**src/rtl/stopwatch_pkg.sv**
```systemverilog
// stopwatch_pkg: shared widths, digit limits and FSM state encoding for the MM:SS stopwatch.
package stopwatch_pkg;
    localparam int BCD_W = 4;
    localparam int SEC_TENS_MAX = 5;
    localparam int DIGIT_MAX = 9;
    typedef enum logic [1:0] {ST_STOP = 2'd0, ST_RUN = 2'd1, ST_ADJ = 2'd2} state_t;
endpackage

```
**src/rtl/stopwatch_if.sv**
```systemverilog
// stopwatch_if: control inputs and display-side outputs of the stopwatch core.
interface stopwatch_if;
    import stopwatch_pkg::*;
    logic             tick;
    logic             start_stop;
    logic             clear;
    logic             adj;
    logic             adj_sel;
    logic [BCD_W-1:0] min_tens;
    logic [BCD_W-1:0] min_ones;
    logic [BCD_W-1:0] sec_tens;
    logic [BCD_W-1:0] sec_ones;
    logic             running;
    logic             wrap;
    logic [3:0]       blank;
    modport master (output tick, start_stop, clear, adj, adj_sel,
                    input min_tens, min_ones, sec_tens, sec_ones, running, wrap, blank);
    modport slave  (input tick, start_stop, clear, adj, adj_sel,
                    output min_tens, min_ones, sec_tens, sec_ones, running, wrap, blank);
endinterface

```
**src/rtl/stopwatch_bcd_digit.sv**
```systemverilog
// bcd_digit: one registered BCD digit counting 0..MAX; carry flags the MAX->0 step.
module bcd_digit
    import stopwatch_pkg::*;
#(
    parameter int MAX = DIGIT_MAX
) (
    input  logic             clk_in,
    input  logic             rst,
    input  logic             clr,
    input  logic             inc,
    output logic [BCD_W-1:0] q,
    output logic             carry
);
    localparam logic [BCD_W-1:0] MAX_V = BCD_W'(MAX);
    logic [BCD_W-1:0] q_d, q_q;
    assign carry = inc && (q_q == MAX_V);
    assign q     = q_q;
    always_comb q_d = (clr || carry) ? '0 : inc ? q_q + BCD_W'(1) : q_q;
    always_ff @(posedge clk_in) begin
        if (rst) q_q <= '0;
        else     q_q <= q_d;
    end
endmodule

```
**src/rtl/stopwatch_core.sv**
```systemverilog
// stopwatch_core: MM:SS BCD stopwatch with run/stop, clear and per-field adjust.
// Optional STOPWATCH_BLINK_EN blinks the field being adjusted via the blank mask.
module stopwatch_core
    import stopwatch_pkg::*;
#(
    parameter int MIN_TENS_MAX = 5
) (
    input logic        clk_in,
    input logic        rst,
    stopwatch_if.slave bus
);
    state_t           state_q, state_d;
    logic             tick_q, tick_rise;
    logic             running_q, running_d, wrap_q, wrap_d;
    logic             run, in_adj;
    logic             so_inc, st_inc, mo_inc, mt_inc;
    logic             so_c, st_c, mo_c, mt_c;
    logic [BCD_W-1:0] so_q, st_q, mo_q, mt_q;

    assign tick_rise = bus.tick & ~tick_q;
    assign run       = (state_q == ST_RUN);
    assign in_adj    = (state_q == ST_ADJ);

    // Adjust mode only feeds the selected field and never carries across fields.
    always_comb begin
        state_d   = in_adj ? (bus.adj ? ST_ADJ : ST_STOP)
                  : bus.adj ? ST_ADJ
                  : bus.start_stop ? (run ? ST_STOP : ST_RUN)
                  : state_q;
        running_d = (state_d == ST_RUN);
        so_inc    = tick_rise & (run | (in_adj & ~bus.adj_sel));
        st_inc    = so_c;
        mo_inc    = run ? st_c : (tick_rise & in_adj & bus.adj_sel);
        mt_inc    = mo_c;
        wrap_d    = run & mt_c & ~bus.clear;
    end

    bcd_digit #(.MAX(DIGIT_MAX)) u_sec_ones (
        .clk_in(clk_in), .rst(rst), .clr(bus.clear), .inc(so_inc), .q(so_q), .carry(so_c));
    bcd_digit #(.MAX(SEC_TENS_MAX)) u_sec_tens (
        .clk_in(clk_in), .rst(rst), .clr(bus.clear), .inc(st_inc), .q(st_q), .carry(st_c));
    bcd_digit #(.MAX(DIGIT_MAX)) u_min_ones (
        .clk_in(clk_in), .rst(rst), .clr(bus.clear), .inc(mo_inc), .q(mo_q), .carry(mo_c));
    bcd_digit #(.MAX(MIN_TENS_MAX)) u_min_tens (
        .clk_in(clk_in), .rst(rst), .clr(bus.clear), .inc(mt_inc), .q(mt_q), .carry(mt_c));

    // tick_q resets high so a divider already high out of reset is not seen as an edge.
    always_ff @(posedge clk_in) begin
        if (rst) begin
            tick_q    <= 1'b1;
            state_q   <= ST_STOP;
            running_q <= 1'b0;
            wrap_q    <= 1'b0;
        end else begin
            tick_q    <= bus.tick;
            state_q   <= state_d;
            running_q <= running_d;
            wrap_q    <= wrap_d;
        end
    end

    assign bus.sec_ones = so_q;
    assign bus.sec_tens = st_q;
    assign bus.min_ones = mo_q;
    assign bus.min_tens = mt_q;
    assign bus.running  = running_q;
    assign bus.wrap     = wrap_q;

`ifdef STOPWATCH_BLINK_EN
    logic       blink_q, blink_d;
    logic [3:0] blank_q, blank_d;
    always_comb begin
        blink_d = (state_d == ST_ADJ && !in_adj) ? 1'b0 : (in_adj && tick_rise) ? ~blink_q : blink_q;
        blank_d = (blink_d && state_d == ST_ADJ) ? (bus.adj_sel ? 4'b1100 : 4'b0011) : 4'b0000;
    end
    always_ff @(posedge clk_in) begin
        if (rst) begin
            blink_q <= 1'b0;
            blank_q <= 4'b0000;
        end else begin
            blink_q <= blink_d;
            blank_q <= blank_d;
        end
    end
    assign bus.blank = blank_q;
`else
    assign bus.blank = 4'b0000;
`endif
endmodule
```
**src/flat_wrapper.sv**
```systemverilog
// flat-port wrapper written by rule: the top's interface ports become plain ports
module stopwatch_core_flat import stopwatch_pkg::*;
#(
    parameter int MIN_TENS_MAX = 5
)
  (clk_in, rst, bus_tick, bus_start_stop, bus_clear, bus_adj, bus_adj_sel, bus_min_tens, bus_min_ones, bus_sec_tens, bus_sec_ones, bus_running, bus_wrap, bus_blank);
  stopwatch_if bus_i ();
  input logic clk_in;
  input logic rst;
  input wire logic [$bits(bus_i.tick)-1:0] bus_tick;
  input wire logic [$bits(bus_i.start_stop)-1:0] bus_start_stop;
  input wire logic [$bits(bus_i.clear)-1:0] bus_clear;
  input wire logic [$bits(bus_i.adj)-1:0] bus_adj;
  input wire logic [$bits(bus_i.adj_sel)-1:0] bus_adj_sel;
  output wire logic [$bits(bus_i.min_tens)-1:0] bus_min_tens;
  output wire logic [$bits(bus_i.min_ones)-1:0] bus_min_ones;
  output wire logic [$bits(bus_i.sec_tens)-1:0] bus_sec_tens;
  output wire logic [$bits(bus_i.sec_ones)-1:0] bus_sec_ones;
  output wire logic [$bits(bus_i.running)-1:0] bus_running;
  output wire logic [$bits(bus_i.wrap)-1:0] bus_wrap;
  output wire logic [$bits(bus_i.blank)-1:0] bus_blank;
  assign bus_i.tick = bus_tick;
  assign bus_i.start_stop = bus_start_stop;
  assign bus_i.clear = bus_clear;
  assign bus_i.adj = bus_adj;
  assign bus_i.adj_sel = bus_adj_sel;
  assign bus_min_tens = bus_i.min_tens;
  assign bus_min_ones = bus_i.min_ones;
  assign bus_sec_tens = bus_i.sec_tens;
  assign bus_sec_ones = bus_i.sec_ones;
  assign bus_running = bus_i.running;
  assign bus_wrap = bus_i.wrap;
  assign bus_blank = bus_i.blank;
  stopwatch_core #(.MIN_TENS_MAX(MIN_TENS_MAX)) u_core (.clk_in(clk_in), .rst(rst), .bus(bus_i));
endmodule
```
**config.mk**
```make
export PLATFORM = sky130hd
export DESIGN_NAME = stopwatch_core_flat
export DESIGN_NICKNAME = d
export VERILOG_FILES = /design/src/rtl/stopwatch_pkg.sv /design/src/rtl/stopwatch_if.sv /design/src/rtl/stopwatch_bcd_digit.sv /design/src/rtl/stopwatch_core.sv /design/src/flat_wrapper.sv
export SDC_FILE = /design/constraint.sdc
export NUM_CORES = 1
export LEC_CHECK = 0
export CAP_MARGIN = 20
export CORE_MARGIN = 1
export CORE_UTILIZATION = 35
export DETAILED_ROUTE_END_ITERATION = 16
export GPL_TIMING_DRIVEN = 0
export HOLD_SLACK_MARGIN = 0.08
export RECOVER_POWER = 25
export SYNTH_ARGS = -nofsm -noshare
export SYNTH_HDL_FRONTEND = slang
export SYNTH_SLANG_ARGS = --single-unit
```
**constraint.sdc**
```tcl
create_clock -name clk_in -period 1.4 [get_ports clk_in]
set_input_delay 0.21 -clock clk_in [delete_from_list [all_inputs] [get_ports clk_in]]
set_output_delay 0.21 -clock clk_in [all_outputs]
set_load 0.03 [all_outputs]
```
-- Yosys cells after proc, flatten, opt, wreduce, memory -nomap -nowiden
Index checks and enable logic that the tools add are counted.
- bits of input ports: 7
- bits in registers: 21
- output and inout bits: 22
- logic and storage cells: 48
- bitwise logic cells: 11
- mux-type cells: 6
- equal/unequal tests: 7
- reductions and logical operators: 12
- $add $sub $neg: 4
- operator list (kind ; number):
    4-bit by 1-bit adder with 4-bit output (second input constant) ; 4
    4-bit by 3-bit equality test with 1-bit output (second input constant) ; 2
    4-bit equality test (second input constant) ; 2
    2-bit two-way mux ; 4
    2-bit OR reduction ; 4
    1-bit AND ; 7
    2-bit by 1-bit equality test with 1-bit output (second input constant) ; 2
    1-bit logical AND ; 4
    1-bit logical OR ; 4
    1-bit NOT ; 3
    2-bit equality test (second input constant) ; 1
    1-bit two-way mux ; 2
    1-bit OR ; 1

-- Logic depth before layout (Yosys ltp)
- depth in word-level cells: 11
- depth in mapped cells: 7

-- Modules after synthesis
From an unflattened synthesis, not the netlist that was laid out.
- cell total of the unflattened synthesis: 107
- area total of the unflattened synthesis: 1068.5 sq um
- by module, submodules not included (module ; area each (sq um) ; cells each ; instances):
    bcd_digit ; 197.7 ; 19 ; 4
    stopwatch_core ; 277.8 ; 31 ; 1

-- Worst setup path before layout
OpenSTA, ideal clock, no wires.
- kind: reg-to-reg
- from: register u_core.u_sec_ones.q_q[0], in the netlist u_core.u_sec_ones.q[0]
- to: register u_core.u_sec_tens.q_q[3], in the netlist u_core.u_sec_tens.q[3]
- library setup time: 0.070 ns
- data arrival time: 1.731 ns
- cell stages (with the launch flop): 7
- clock period less this slack: 1.801 ns
- data required time: 1.330 ns
- setup slack: -0.401 ns
- cell sequence: dfxtp_1 > ha_1 > and3b_1 > buf_2 > o211ai_4 > or4_1 > a21oi_1
- cells in the longest elaborated chain, start to end: 5
- ends and longest elaborated chain (item ; RTL line ; RTL):
    start, declared ; stopwatch_bcd_digit.sv:15 ; logic [BCD_W-1:0] q_d, q_q;
    start signal, assigned ; stopwatch_bcd_digit.sv:21 ; else q_q <= q_d;
    4-bit equality test (*) ; stopwatch_bcd_digit.sv:16 ; assign carry = inc && (q_q == MAX_V);
    1-bit logical AND (*) ; stopwatch_bcd_digit.sv:16 ;
    1-bit logical AND ; stopwatch_bcd_digit.sv:16 ;
    1-bit logical OR ; stopwatch_bcd_digit.sv:18 ; always_comb q_d = (clr || carry) ? '0 : inc ? q_q + BCD_W'(1) : q_q;
    2-bit OR reduction (no source line) ; -- ;
    end signal, assigned ; stopwatch_bcd_digit.sv:21 ;
    end, declared ; stopwatch_bcd_digit.sv:15 ;
Every way passes the cells marked *; elsewhere a longest branch is shown, timed or not.
A chain may end at the register's enable or synchronous reset.

-- Worst setup path in the final report
- from: register u_core.u_sec_ones.q_q[1], in the netlist u_core.u_sec_ones.q[1]
- to: register u_core.u_sec_tens.q_q[0], in the netlist u_core.u_sec_tens.q[0]
The elaborated chain is that of the path after synthesis.

==> metrics.md <==
| Metric | Value |
|---|---|
| Post-Route WL | about 2600 um |
| Layout cell share with drive strength beyond 1 | 0.294 |
| Number of synthesized flops with an enable pin | 0 |
| RSZ-0062 raised after global routing | yes |
| GPL Wtd Cong | roughly 0.74 |
| Iteration-0 DRC Markers | 17 |
| Synthesized area | 1180 um2 |
| Synth cell types | 39 |
| Util after Layout | 0.529 |
| Run status | complete, but fails checks |
| Failing checks | negative setup slack |
| DP Cell Count | 209 |
| # port buffers | 24 |
| Residual DRC | 0 |
| TritonRoute pass-1 iters | 4 |
| Final antenna-violating net count | 0 |
| Worst Clk Skew | ~20 ps |
| Sequential area share after synthesis | 0.357 |
| Ports | 29 |
| Fin. Hold Viols | 0 |
| Setup Crit Path Kind | register to register |
| Post-Layout Cell Count | 224 |
| CTS buffer count | 3 |
| Chip height | 60.0 um |
| Fin area | ~1700 um2 |
| CTS Sinks | 21 |
| Post-synth top area share | 0.357 |
| Most used DFF post-synth | dfxtp_1 |
| Final setup viols | 9 |
| Die ar. | 3600 um2 |
| Die W | 60.0 um |
| Data required, critical path | 1630 ps |
| Core Area | 3130 um2 |
| Min cycle time layout | about 1600 ps |
| Largest net degree at the start of global routing | 13 |
| Initial antenna violation count | 0 |
| First-pass GRT wire length | 4410 um |
| Top cell by count, worst path | buf_6 |
| Leak pwr | 0.674 nW |
| Htree depth | 1 |
| Layout area overhead | 40.3% |
| CTS tree | yes |
| Initial Util | 0.377 |
| Worst path arrival time | 1790 ps |
| Placed inst area | ~1500 um2 |
| Critical Path Start Type | register |
| Ys Warns | 0 |
| ANT cells | 0 |
| Top cells by count, synth | dfxtp_1 (21), a21oi_1 (14), nand2_1 (9), o21ai_0 (9) |
| Vias in the first global route | about 1000 |
| Area leader, netlist | dfxtp_1 |
| CP max stage delay | roughly 370 ps |
| Clock-pin slew on the worst setup and hold paths | approximately 130 ps |
| Worst hold-check path type | register to register |
| Peak supply drop | 0.000435 V |
| Clk root buf | clkbuf_4 |
| CP Max Fanout | 8 |
| Total congestion overflow | 0 |
| GRT Overall Usage | 0.163 |
| Max Slew Vio Count | 0 |
| P per Cell Area | 603 nW/um2 |
| Register bit total from synthesis | 21 |
| MaxCap Viol Count | 0 |
| F_max | 639 MHz |
| Post-Synthesis Cells | 138 |
| Via density | 5.00 |
| Critical-path cell list | inv_2 > ha_4 > and3b_1 > buf_6 > o211ai_4 > buf_6 > or3_1 > a21oi_1 |
| Largest cells by area after synthesis | dfxtp_1 (36%), ha_1 (8.5%), a21oi_1 (5.9%), o21ai_0 (3.8%), nand3_1 (3.4%) |
| Final HPWL DP | 1870 um |
| Final WS setup | -165 ps |
| Clk_lat worst skew | 310 ps |
| Via count | 1119 |
| Async SR Flop Fraction | 0 |
| Most common cell in the netlist | dfxtp_1 |
| Fin nets | 196 |
| Crit. End Element | register |
| Period Utilization, post-route | 1.12 |
| Worst path slowest cell | dfxtp_4 |
| Clock tree buffer depth | 2 |
| Mean Syn Cell Area | 8.54 um2 |
| Core Rows | 20 |
| Wire length per cell | 11.7 um |
| Cts hold-fix bufs | 0 |
## worst max-delay path, delay by kind of cell, from the launching register on
kind                     cells  cell delay, ps
AO/OA/AOI/OAI                2             220
adder cells (fa/ha/maj)      1             100
buffers and inverters        3             320
flip-flops                   1             370
AND/OR/NAND/NOR              2             460
## power by group
| part | internal [mW] | switching, mW | total, mW |
|---|---|---|---|
| registers | 0.593 | 0.00434 | 0.597 |
| clock network | 0.107 | 0.193 | 0.299 |
| logic | 0.0426 | 0.0580 | 0.101 |
## cells by family after synthesis
group / after synthesis / share of synthesized area
mux: 2 / 0.0170
xor+xnor: 2 / 0.0149
other cells: 1 / 0.00318
simple gates: 54 / 0.274
buf+inv: 17 / 0.0722
flops: 21 / 0.357
compound gates: 33 / 0.177
fa+ha+maj: 8 / 0.0849
## cell usage in the layout, fill, tap and decap left out, types with 4 or more instances in the layout
cell	instances
buf_4	16
dfxtp_1	12
a21oi_1	11
dlygate4sd2_1	10
nand2_1	9
nand3_1	8
nor2_1	8
inv_1	6
o21ai_0	6
or3_1	6
ha_1	6
dfxtp_4	6
clkdlybuf4s15_1	5
conb_1	4
## what timing repair did
action | 4_1_cts | 5_1_grt
gates resized for setup | 32 | 14
setup buffers | 9 | 3
setup endpoints to repair | 35 | 24
pin swaps | 6 | 9
## registers in the layout, indices dropped and copies added (netlist names)
name and count:
u_core.state_q 2, u_core.bus.running 1, u_core.u_sec_ones.q 4, u_core.tick_q 1
u_core.u_min_tens.q 4, u_core.u_sec_tens.q 4, u_core.bus.wrap 1, u_core.u_min_ones.q 4
## through the flow
stage	hold WS, ps	setup TNS, ps	worst slack (ps)	power [mW]
2_1_floorplan	282	-644	-162	0.677
5_1_grt	502	-2220	-227	1.03
4_1_cts	479	-1220	-163	1.01
6_report	483	-924	-165	0.997
3_5_place_dp	462	-6460	-465	0.714
3_3_place_gp	457	-6070	-446	0.712
## layer usage
metal  vias up  wire length, um  global-route usage
met5         -                0                   0
met4         0               25              0.0631
met3         2              126              0.0390
met2        27             1310               0.281
met1       521             1150               0.194
li1        569                -                   -
## cell type report
type                            count  area, um2
Buffer                              8       65.1
Tap cell                           44       55.1
Clock inverter                      1       5.00
Clock buffer                        3       22.5
Fill cell                         322       1470
Inverter                            8       30.0
Sequential cell                    21        447
Timing Repair Buffer               36        305
Multi-Input combinational cell    103        724
## final timing paths
path / startpoint / to / slack [ps] / depth (start not counted)
setup / recovery: u_core.u_sec_ones.q[1] / u_core.u_sec_tens.q[0] / -160 / 8
hold / removal: u_core.u_min_ones.q[3] / u_core.u_min_ones.q[3] / 480 / 2
setup reg to reg: u_core.u_sec_ones.q[1] / u_core.u_sec_tens.q[0] / -160 / 8
hold reg to reg: u_core.u_min_ones.q[3] / u_core.u_min_ones.q[3] / 480 / 2
(Power assumes the default switching activity.)
